### config.mk
export PLATFORM = sky130hd
export DESIGN_NAME = rf_write_arbiter_flat
export DESIGN_NICKNAME = d
export VERILOG_FILES = /design/src/rtl/rf_write_arbiter_if.sv /design/src/rtl/rf_write_arbiter.sv /design/src/flat_wrapper.sv
export SDC_FILE = /design/constraint.sdc
export NUM_CORES = 1
export LEC_CHECK = 0
export CORE_UTILIZATION = 33
export DETAILED_ROUTE_END_ITERATION = 10
export GPL_ROUTABILITY_DRIVEN = 1
export PLACE_DENSITY = 0.79
export SETUP_SLACK_MARGIN = 0.5
export SLEW_MARGIN = 20
export SYNTH_ARGS = -nofsm -noshare
export SYNTH_HDL_FRONTEND = slang
export SYNTH_SLANG_ARGS = --single-unit
### constraint.sdc
create_clock -name CLK -period 1.25 [get_ports CLK]
set_input_delay 0.25 -clock CLK [delete_from_list [all_inputs] [get_ports CLK]]
set_output_delay 0.25 -clock CLK [all_outputs]
set_load 0.03 [all_outputs]
### src/rtl/rf_write_arbiter_if.sv
// rtl/rf_write_arbiter_if.sv - requester handshake and register-file write port bundle
// master = requester/write-port observer side, slave = arbiter side.
interface rf_write_arbiter_if #(
   parameter int W = 8,
   parameter int D = 3
);
   logic         start;
   logic [1:0]   req_valid;
   logic [1:0]   req_ready;
   logic [D-1:0] req_addr0;
   logic [D-1:0] req_addr1;
   logic         req_pair0;
   logic         req_pair1;
   logic [W-1:0] req_dataA0;
   logic [W-1:0] req_dataA1;
   logic [W-1:0] req_dataB0;
   logic [W-1:0] req_dataB1;
   logic         wr_en;
   logic [D-1:0] wr_addr;
   logic [W-1:0] wr_data;
   logic         busy;
   logic         grant_id;

   modport master (
      output start, req_valid, req_addr0, req_addr1, req_pair0, req_pair1,
             req_dataA0, req_dataA1, req_dataB0, req_dataB1,
      input  req_ready, wr_en, wr_addr, wr_data, busy, grant_id
   );

   modport slave (
      input  start, req_valid, req_addr0, req_addr1, req_pair0, req_pair1,
             req_dataA0, req_dataA1, req_dataB0, req_dataB1,
      output req_ready, wr_en, wr_addr, wr_data, busy, grant_id
   );
endinterface

### src/rtl/rf_write_arbiter.sv
// rtl/rf_write_arbiter.sv - round-robin arbiter sharing one register-file write port
// Pair writes (addr, addr+1) are built only when RF_ARB_PAIR_EN is defined.
module rf_write_arbiter #(
   parameter int W = 8,
   parameter int D = 3
) (
   input  logic              CLK,
   input  logic              Reset,
   rf_write_arbiter_if.slave bus
);

   typedef enum logic [1:0] {
      S_IDLE = 2'd0,
      S_LO   = 2'd1,
      S_HI   = 2'd2
   } state_t;

   state_t       state_q;
   logic         grant_id_q;
   logic         prio_q;
   logic         wr_en_q;
   logic [D-1:0] wr_addr_q;
   logic [W-1:0] wr_data_q;

   logic         can_accept;
   logic         accept;
   logic         sel;
   logic [D-1:0] sel_addr;
   logic [W-1:0] sel_dataa;

`ifdef RF_ARB_PAIR_EN
   logic [D-1:0] addr_q;
   logic         pair_q;
   logic [W-1:0] datab_q;
   logic         sel_pair;
   logic [W-1:0] sel_datab;
   logic [D-1:0] hi_addr;

   assign hi_addr = addr_q + D'(1);
`else
   logic         unused_pair;

   assign unused_pair = ^{bus.req_pair0, bus.req_pair1, bus.req_dataB0, bus.req_dataB1};
`endif

   always_comb begin
`ifdef RF_ARB_PAIR_EN
      can_accept = (state_q == S_IDLE) || (state_q == S_HI) || ((state_q == S_LO) && !pair_q);
      sel_pair   = 1'b0;
      sel_datab  = '0;
`else
      can_accept = (state_q == S_IDLE) || (state_q == S_LO);
`endif
      // With a lone requester valid its own bit picks it; with both, the pointer decides.
      sel       = (&bus.req_valid) ? prio_q : bus.req_valid[1];
      accept    = can_accept && !bus.start && !Reset && (|bus.req_valid);
      sel_addr  = sel ? bus.req_addr1  : bus.req_addr0;
      sel_dataa = sel ? bus.req_dataA1 : bus.req_dataA0;
`ifdef RF_ARB_PAIR_EN
      sel_pair  = sel ? bus.req_pair1  : bus.req_pair0;
      sel_datab = sel ? bus.req_dataB1 : bus.req_dataB0;
`endif
   end

   assign bus.req_ready = accept ? (sel ? 2'b10 : 2'b01) : 2'b00;

   always_ff @(posedge CLK or posedge Reset) begin
      if (Reset) begin
         state_q    <= S_IDLE;
         grant_id_q <= 1'b0;
         prio_q     <= 1'b0;
         wr_en_q    <= 1'b0;
         wr_addr_q  <= '0;
         wr_data_q  <= '0;
`ifdef RF_ARB_PAIR_EN
         addr_q     <= '0;
         pair_q     <= 1'b0;
         datab_q    <= '0;
`endif
      end else if (bus.start) begin
         state_q <= S_IDLE;
         wr_en_q <= 1'b0;
         prio_q  <= 1'b0;
      end else if (accept) begin
         state_q    <= S_LO;
         wr_en_q    <= (sel_addr != '0);
         wr_addr_q  <= sel_addr;
         wr_data_q  <= sel_dataa;
         grant_id_q <= sel;
         prio_q     <= ~sel;
`ifdef RF_ARB_PAIR_EN
         addr_q     <= sel_addr;
         pair_q     <= sel_pair;
         datab_q    <= sel_datab;
`endif
      end else begin
`ifdef RF_ARB_PAIR_EN
         if ((state_q == S_LO) && pair_q) begin
            state_q   <= S_HI;
            wr_en_q   <= (hi_addr != '0);
            wr_addr_q <= hi_addr;
            wr_data_q <= datab_q;
         end else begin
            state_q <= S_IDLE;
            wr_en_q <= 1'b0;
         end
`else
         state_q <= S_IDLE;
         wr_en_q <= 1'b0;
`endif
      end
   end

   assign bus.wr_en    = wr_en_q;
   assign bus.wr_addr  = wr_addr_q;
   assign bus.wr_data  = wr_data_q;
   assign bus.busy     = (state_q != S_IDLE);
   assign bus.grant_id = grant_id_q;

endmodule

### src/flat_wrapper.sv
// flat-port wrapper written by rule: the top's interface ports become plain ports
module rf_write_arbiter_flat 
#(
   parameter int W = 8,
   parameter int D = 3
)
  (CLK, Reset, bus_start, bus_req_valid, bus_req_addr0, bus_req_addr1, bus_req_pair0, bus_req_pair1, bus_req_dataA0, bus_req_dataA1, bus_req_dataB0, bus_req_dataB1, bus_req_ready, bus_wr_en, bus_wr_addr, bus_wr_data, bus_busy, bus_grant_id);
  rf_write_arbiter_if #(.W(W), .D(D)) bus_i ();
  input  logic CLK;
  input  logic Reset;
  input wire logic [$bits(bus_i.start)-1:0] bus_start;
  input wire logic [$bits(bus_i.req_valid)-1:0] bus_req_valid;
  input wire logic [$bits(bus_i.req_addr0)-1:0] bus_req_addr0;
  input wire logic [$bits(bus_i.req_addr1)-1:0] bus_req_addr1;
  input wire logic [$bits(bus_i.req_pair0)-1:0] bus_req_pair0;
  input wire logic [$bits(bus_i.req_pair1)-1:0] bus_req_pair1;
  input wire logic [$bits(bus_i.req_dataA0)-1:0] bus_req_dataA0;
  input wire logic [$bits(bus_i.req_dataA1)-1:0] bus_req_dataA1;
  input wire logic [$bits(bus_i.req_dataB0)-1:0] bus_req_dataB0;
  input wire logic [$bits(bus_i.req_dataB1)-1:0] bus_req_dataB1;
  output wire logic [$bits(bus_i.req_ready)-1:0] bus_req_ready;
  output wire logic [$bits(bus_i.wr_en)-1:0] bus_wr_en;
  output wire logic [$bits(bus_i.wr_addr)-1:0] bus_wr_addr;
  output wire logic [$bits(bus_i.wr_data)-1:0] bus_wr_data;
  output wire logic [$bits(bus_i.busy)-1:0] bus_busy;
  output wire logic [$bits(bus_i.grant_id)-1:0] bus_grant_id;
  assign bus_i.start = bus_start;
  assign bus_i.req_valid = bus_req_valid;
  assign bus_i.req_addr0 = bus_req_addr0;
  assign bus_i.req_addr1 = bus_req_addr1;
  assign bus_i.req_pair0 = bus_req_pair0;
  assign bus_i.req_pair1 = bus_req_pair1;
  assign bus_i.req_dataA0 = bus_req_dataA0;
  assign bus_i.req_dataA1 = bus_req_dataA1;
  assign bus_i.req_dataB0 = bus_req_dataB0;
  assign bus_i.req_dataB1 = bus_req_dataB1;
  assign bus_req_ready = bus_i.req_ready;
  assign bus_wr_en = bus_i.wr_en;
  assign bus_wr_addr = bus_i.wr_addr;
  assign bus_wr_data = bus_i.wr_data;
  assign bus_busy = bus_i.busy;
  assign bus_grant_id = bus_i.grant_id;
  rf_write_arbiter #(.W(W), .D(D)) u_core (.CLK(CLK), .Reset(Reset), .bus(bus_i));
endmodule
==> results of run 1 <==
==> kinds of logic (layout without fill, tap and decap cells) <==
family | count (synthesis) | in the layout | share of synthesized area, %
simple gates | 21 | 21 | 14.46
buf+inv | 10 | 89 | 6.307
compound gates | 38 | 38 | 33.08
flops | 15 | 15 | 46.15
==> cells in the mapped netlist <==
| master | count |
|---|---|
| a31oi_2 | 9 |
| nor3_1 | 1 |
| a211oi_1 | 1 |
| o21ai_0 | 11 |
| buf_2 | 5 |
| a21o_1 | 1 |
| and2b_1 | 1 |
| a21oi_1 | 12 |
| dfrtp_1 | 15 |
| nand3_1 | 11 |
| or2_4 | 1 |
| nor2_1 | 2 |
| a31oi_1 | 2 |
| inv_2 | 2 |
| clkbuf_1 | 1 |
| nand2b_1 | 1 |
| a2111oi_0 | 1 |
| nand2_4 | 1 |
| inv_1 | 1 |
| nand2_1 | 1 |
| nor2_2 | 1 |
| buf_6 | 1 |
| o21ai_1 | 1 |
| and3_1 | 1 |
==> final cells by class <==
class,count,area [um2],area share [%]
inverters,3,18.77,1.047
repair inverters,1,11.26,0.6285
multi-input cells,59,514.2,28.70
well taps,28,35.03,1.955
flip-flops and latches,15,375.4,20.95
clock buffers,3,22.52,1.257
clock inverters,1,5.005,0.2793
repair buffers,81,809.5,45.18
==> per-layer routing <==
metal  part of all wire [%]  global-route usage, %  wire length, um
met2                     54                  42.42             1832
met5                      0                      0                0
met1                     38                  28.23             1298
met4                    2.3                  11.71               79
met3                    5.9                  5.556              202
==> how the worst max path moves through the flow <==
stage | from | end | slack, ns | depth (start not counted)
CTS | u_core.prio_q | bus_req_ready[0] | -0.24 | 4
floorplan | u_core.prio_q | bus_req_ready[0] | 0.03 | 4
finish | u_core.prio_q | u_core.bus.wr_data[0] | -0.29 | 7
detailed placement | bus_req_valid[1] | bus_req_ready[0] | -0.33 | 5
global placement | bus_req_valid[1] | bus_req_ready[0] | -0.29 | 5
global route | u_core.prio_q | u_core.bus.wr_addr[0] | -0.32 | 7
==> per-stage QoR <==
stage | total power, uW | hold WS (ns)
2_1_floorplan | 943.4 | 0.1595
3_3_place_gp | 1205 | 0.4828
4_1_cts | 1712 | 0.08373
3_5_place_dp | 1217 | 0.4934
6_report | 1829 | 0.08579
5_1_grt | 1902 | 0.07245
==> worst register-to-register path, delay by kind of cell, from the launching register on <==
family,cells,cell delay [ns]
buf+inv,4,0.51
flops,1,0.41
simple gates,1,0.27
compound gates,2,0.25
==> report_power, final <==
group	switching (uW)	internal, uW	total, uW
combinational	426	481	908
sequential	55.8	558	614
clock	188	120	308
==> flip-flops by register name (all words and copies together) (netlist names) <==
name / count
u_core.bus.grant_id: 1
u_core.bus.wr_addr: 3
u_core.bus.wr_data: 8
u_core.bus.wr_en: 1
u_core.prio_q: 1
u_core.state_q: 1
==> what timing repair did <==
action | CTS | global route
setup buffers | 17 | 9
gates cloned | 1 | 0
endpoints found under the setup margin | 31 | 31
gates resized for setup | 87 | 11
pin swaps | 10 | 13
hold buffers | 1 | 0
hold endpoints to repair | 15 | 0
==> impl_results.md, run 1 <==
- CTS tree: done
- CP max stage delay: 0.41 ns
- Largest net degree at the start of global routing: 16
- First DRT Iteration DRCs: 36
- Starting Density: 35.73%
- Finished Layout Cells: 191
- Vias in the first global route: 1,016
- Die width: 51.65 um
- Average wire per standard cell: 17.86 um
- Core area: 2276 um2
- Status: finished with violations
- Final setup skew: 0.001393 ns
- Yosys reg bits: 15
- Gate Count Post-Synth: 84
- Post-route antenna net violation count: 0
- Routed wire length: 3412 um
- Residual DRC: 0
- Critical Path RT: 1.44 ns
- Post-route cell area: 1792 um2
- TNS Setup: -3.380 ns
- Mean Syn Cell Area: 9.682 um2
- Routed vias/inst: 5.330
- Clk_lat worst skew: 0.30 ns
- Peak supply drop: 0.8130 mV
- Critical-path cell list: and2b_2 > buf_4 > buf_6 > buf_6 > buf_8 > o21ai_2 > a31oi_2
- Placed cell areas: 1320 um2
- Post-synthesis sequential area ratio: 46.15%
- First-pass GRT wire length: 4685 um
- Mapped cell area: 813.3 um2
- Area Growth Syn to Fin: 120.3%
- Post-DP HPWL: 1821 um
- Fraction of layout cells with a size suffix above 1: 59.51%
- Post-synth top area share: 46.15%
- Worst-path clk slew: 0.10 ns
- Yosys warnings: 0
- Antenna Cells: 0
- Std cell rows: 17
- Vias: 1,018
- Critical Setup Path Class: reg2reg
- Leading area contributor after synthesis: dfrtp_1
- Core Util, Final: 78.72%
- R2R Path Start: u_core.prio_q
- Yosys cell types: 24
- GRT Overall Usage: 24.49%
- CP arrival: 1.73 ns
- Leak Pwr: 0.0007613 uW
- Fin. Hold Viols: 0
- Pwr dens: 1021 nW/um2
- Initial antenna violation count: 0
- Final min period: 1.543 ns
- Crit-path leading delay family: buffers and inverters
- Max_slew headroom: 80.89%
- Failing checks: negative setup slack
- Hold depth: 2
- Dpl ws: -0.3285 ns
- R2R cell count: 7
- Number of buffers added on ports: 42
- Hold Path Sink: u_core.prio_q
- RSZ-0062 raised after global routing: true
- Root Driver: clkbuf_4
- Max-cap violations: 0
- Crit Path Max Fanout: 7
- Crit Reg-Reg Endpoint: u_core.bus.wr_data[0]
- CTS sink cnt: 15
- Worst Min Path Start: bus_start
- Top post-synthesis cells by area: dfrtp_1, a31oi_2, a21oi_1, nand3_1, o21ai_0
- Leading cell type in the layout, fill and taps excluded: buf_6
- Filler cells: 127
- Slack of the worst reg-to-reg path: -0.29 ns
- CP max stage cell: dfrtp_1
- Buffers & Inverters on Critical Path: 4
- Gr ovfl total: 0
- CTS max path bufs: 2
- Final setup violation count: 14
- GPL Wtd Cong: 0.8206
- Drt pass-1 iters: 6
- Final worst slack: -0.2927 ns
- Die area: 2667 um2
- Worst slew pin tran: 0.2867 ns
- Die Y-Extent: 51.65 um
- Maximum clock rate: 0.6482 GHz
- Nets: 209
- Worst setup EP type: flop
- Syn nets: 129
- H-tree levels: 1
- Fin. max-slew vios: 0
- Most used cell, CP: buf_6
- Num CTS Buffers: 3
- Final period utilization: 123.4%
- Dpl cells: 159
- I/O pin count: 61
- Critical path launch point type: flop
- Hold Crit Class: in2reg
- Commonest non-fill, non-tap cells in the layout: buf_6, buf_4, clkdlybuf4s50_1, dfrtp_1
(Power assumes the default switching activity.)
==> run 2, diff against run 1 <==
--- a/config.mk
+++ b/config.mk
@@ -9,6 +9,7 @@
 export DETAILED_ROUTE_END_ITERATION = 10
 export GPL_ROUTABILITY_DRIVEN = 1
 export PLACE_DENSITY = 0.79
+export RECOVER_POWER = 100
 export SETUP_SLACK_MARGIN = 0.5
 export SLEW_MARGIN = 20
 export SYNTH_ARGS = -nofsm -noshare
==> impl_results.md, run 2 (synthesis results as in run 1) <==
- Num CTS Buffers: 3 (unchanged)
- Largest net degree at the start of global routing: 16 (unchanged)
- Post-route cell area: 1768 um2 (-1.3%)
- NetSw: 665.3 uW (-0.76%)
- Die area: 2667 um2 (unchanged)
- Worst-path clk slew: 0.10 ns (about the same)
- Failing checks: negative setup slack
- Crit path launch: u_core.prio_q
- Maximum clock rate: 0.6483 GHz (about the same)
- Post-route antenna net violation count: 0 (unchanged)
- H-tree levels: 1 (unchanged)
- RSZ-0062 raised after global routing: true
- Nets: 209 (unchanged)
- Final setup violation count: 14 (unchanged)
- Hold Crit Class: in2reg
- First DRT Iteration DRCs: 31 (-14%)
- GRT Overall Usage: 24.49% (unchanged)
- Vias in the first global route: 1,016 (unchanged)
- Final worst slack: -0.2924 ns (+0.0003460 ns)
- CTS tree: done
- Drt pass-1 iters: 7 (+1)
- Critical Setup Path Class: reg2reg
- Worst Min Path Start: bus_start
- Pwr dens: 1027 nW/um2 (+0.60%)
- Fin. Hold Viols: 0 (unchanged)
- Status: finished with violations
- Max_slew headroom: 73.90% (-7.0 points)
- Worst slew pin tran: 0.3915 ns (+0.1048 ns)
- Std cell rows: 17 (unchanged)
- Max-cap violations: 0 (unchanged)
- Antenna Cells: 0 (unchanged)
- Leak Pwr: 0.0007508 uW (-1.4%)
- Fin. max-slew vios: 0 (unchanged)
- Critical Path RT: 1.44 ns (about the same)
- Area Growth Syn to Fin: 117.4%
- Initial antenna violation count: 0 (unchanged)
- WHS: 0.08490 ns (-0.0008952 ns)
- CTS sink cnt: 15 (unchanged)
- Worst setup EP type: flop
- Core area: 2276 um2 (unchanged)
- Critical-path cell list: and2b_2 > buf_4 > buf_6 > buf_6 > buf_8 > o21ai_2 > a31oi_2
- I/O pin count: 61 (unchanged)
- Die Y-Extent: 51.65 um (unchanged)
- CP max stage cell: dfrtp_1
- Starting Density: 35.73% (unchanged)
- Most used cell, CP: buf_6
- Fraction of layout cells with a size suffix above 1: 58.90% (-0.61 points)
- Sw Share: 36.65% (about the same)
- Average wire per standard cell: 17.75 um (-0.64%)
- Leading cell type in the layout, fill and taps excluded: buf_4
- Int Power: 1150 uW (-0.73%)
- Combinational power share: 49.4% (-0.2 points)
- Final period utilization: 123.4% (about the same)
- Post-DP HPWL: 1821 um (unchanged)
- Die width: 51.65 um (unchanged)
- Crit Path Max Fanout: 7 (unchanged)
- Clk_lat worst skew: 0.30 ns (about the same)
- CTS max path bufs: 2 (unchanged)
- Vias: 1,048 (+2.9%)
- Residual DRC: 0 (unchanged)
- Placed cell areas: 1320 um2 (unchanged)
- Number of buffers added on ports: 42 (unchanged)
- Routed vias/inst: 5.487 (+2.9%)
- Clock power share: 16.8% (about the same)
- CP max stage delay: 0.41 ns (about the same)
- Root Driver: clkbuf_4
- R2R Path Start: u_core.prio_q
- Dpl cells: 159 (unchanged)
- Final setup skew: 0.003006 ns (+0.001613 ns)
- Routed wire length: 3390 um (-0.64%)
- CP arrival: 1.73 ns (about the same)
- First-pass GRT wire length: 4685 um (unchanged)
- Filler cells: 130 (+2.4%)
- Register share of total power: 33.8% (+0.3 points)
- GPL Wtd Cong: 0.8206 (unchanged)
- Critical path launch point type: flop
- Finished Layout Cells: 191 (unchanged)
- Largest register FFs: 8 (unchanged)
- TNS Setup: -3.428 ns (-0.04779 ns)
- Peak supply drop: 0.8124 mV (about the same)
- Final min period: 1.542 ns (-0.0003460 ns)
- Gr ovfl total: 0 (unchanged)
- Commonest non-fill, non-tap cells in the layout: buf_4, buf_6, clkdlybuf4s50_1, dfrtp_1
run 2: worst paths after layout:
kind	slack, ns	to	cells past startpoint
worst max register to register	-0.29	u_core.bus.wr_data[0]	7
worst min register to register	0.55	u_core.bus.grant_id	1
max in group asynchronous	0.27	u_core.bus.wr_addr[0]	4
worst min-delay path	0.08	u_core.prio_q	2
worst max-delay path	-0.29	u_core.bus.wr_data[0]	7
min in group asynchronous	0.71	u_core.bus.wr_en	4
run 2: final cells by class:
| class | count | area [um2] | area share, % |
|---|---|---|---|
| repair buffers | 81 | 785.8 | 44.44 |
| multi-input cells | 59 | 514.2 | 29.09 |
| flip-flops and latches | 15 | 375.4 | 21.23 |
| well taps | 28 | 35.03 | 1.982 |
| clock buffers | 3 | 22.52 | 1.274 |
| inverters | 3 | 18.77 | 1.062 |
| repair inverters | 1 | 11.26 | 0.6369 |
| clock inverters | 1 | 5.005 | 0.2831 |
run 2: critical path, delay by kind of cell (launching register included):
| kind | cells | cell delay, ns |
|---|---|---|
| flip-flops | 1 | 0.41 |
| AO/OA/AOI/OAI | 2 | 0.24 |
| AND/OR/NAND/NOR | 1 | 0.27 |
| buffers and inverters | 4 | 0.51 |
run 2: power by group through the flow:
| stage | sequential [uW] | clock (uW) | combinational, uW |
|---|---|---|---|
| CTS | 609 | 299 | 804 |
| global placement | 605 | 0 | 600 |
| finish | 613 | 305 | 897 |
| global route | 620 | 331 | 941 |
| detailed placement | 607 | 0 | 610 |
| floorplan | 747 | 0 | 197 |
run 2: through the flow:
stage | power, uW | util, % | worst slack, ns
after global placement | 1205 | 58.00 | -0.2940
final | 1815 | 77.68 | -0.2924
after CTS | 1712 | 73.45 | -0.2351
after global routing | 1892 | 77.68 | -0.3220
after floorplan | 943.4 | - | 0.03179
after detailed placement | 1217 | 58.00 | -0.3285
run 2: routing by layer:
metal  up-vias  part of all wire (%)  global-route usage [%]
met5         -                     0                       0
met4         0                   2.4                   11.71
met1       499                    37                   28.23
met3        11                   7.6                   5.556
li1        472                     -                       -
met2        66                    53                   42.42
run 2: timing repair:
item | in CTS | in global routing
setup buffers | 17 | 9
hold buffers | 1 | 0
cloned | 1 | 0
pin swaps | 10 | 13
endpoints found under the hold margin | 15 | 0
gates resized for setup | 87 | 11
endpoints found under the setup margin | 31 | 31
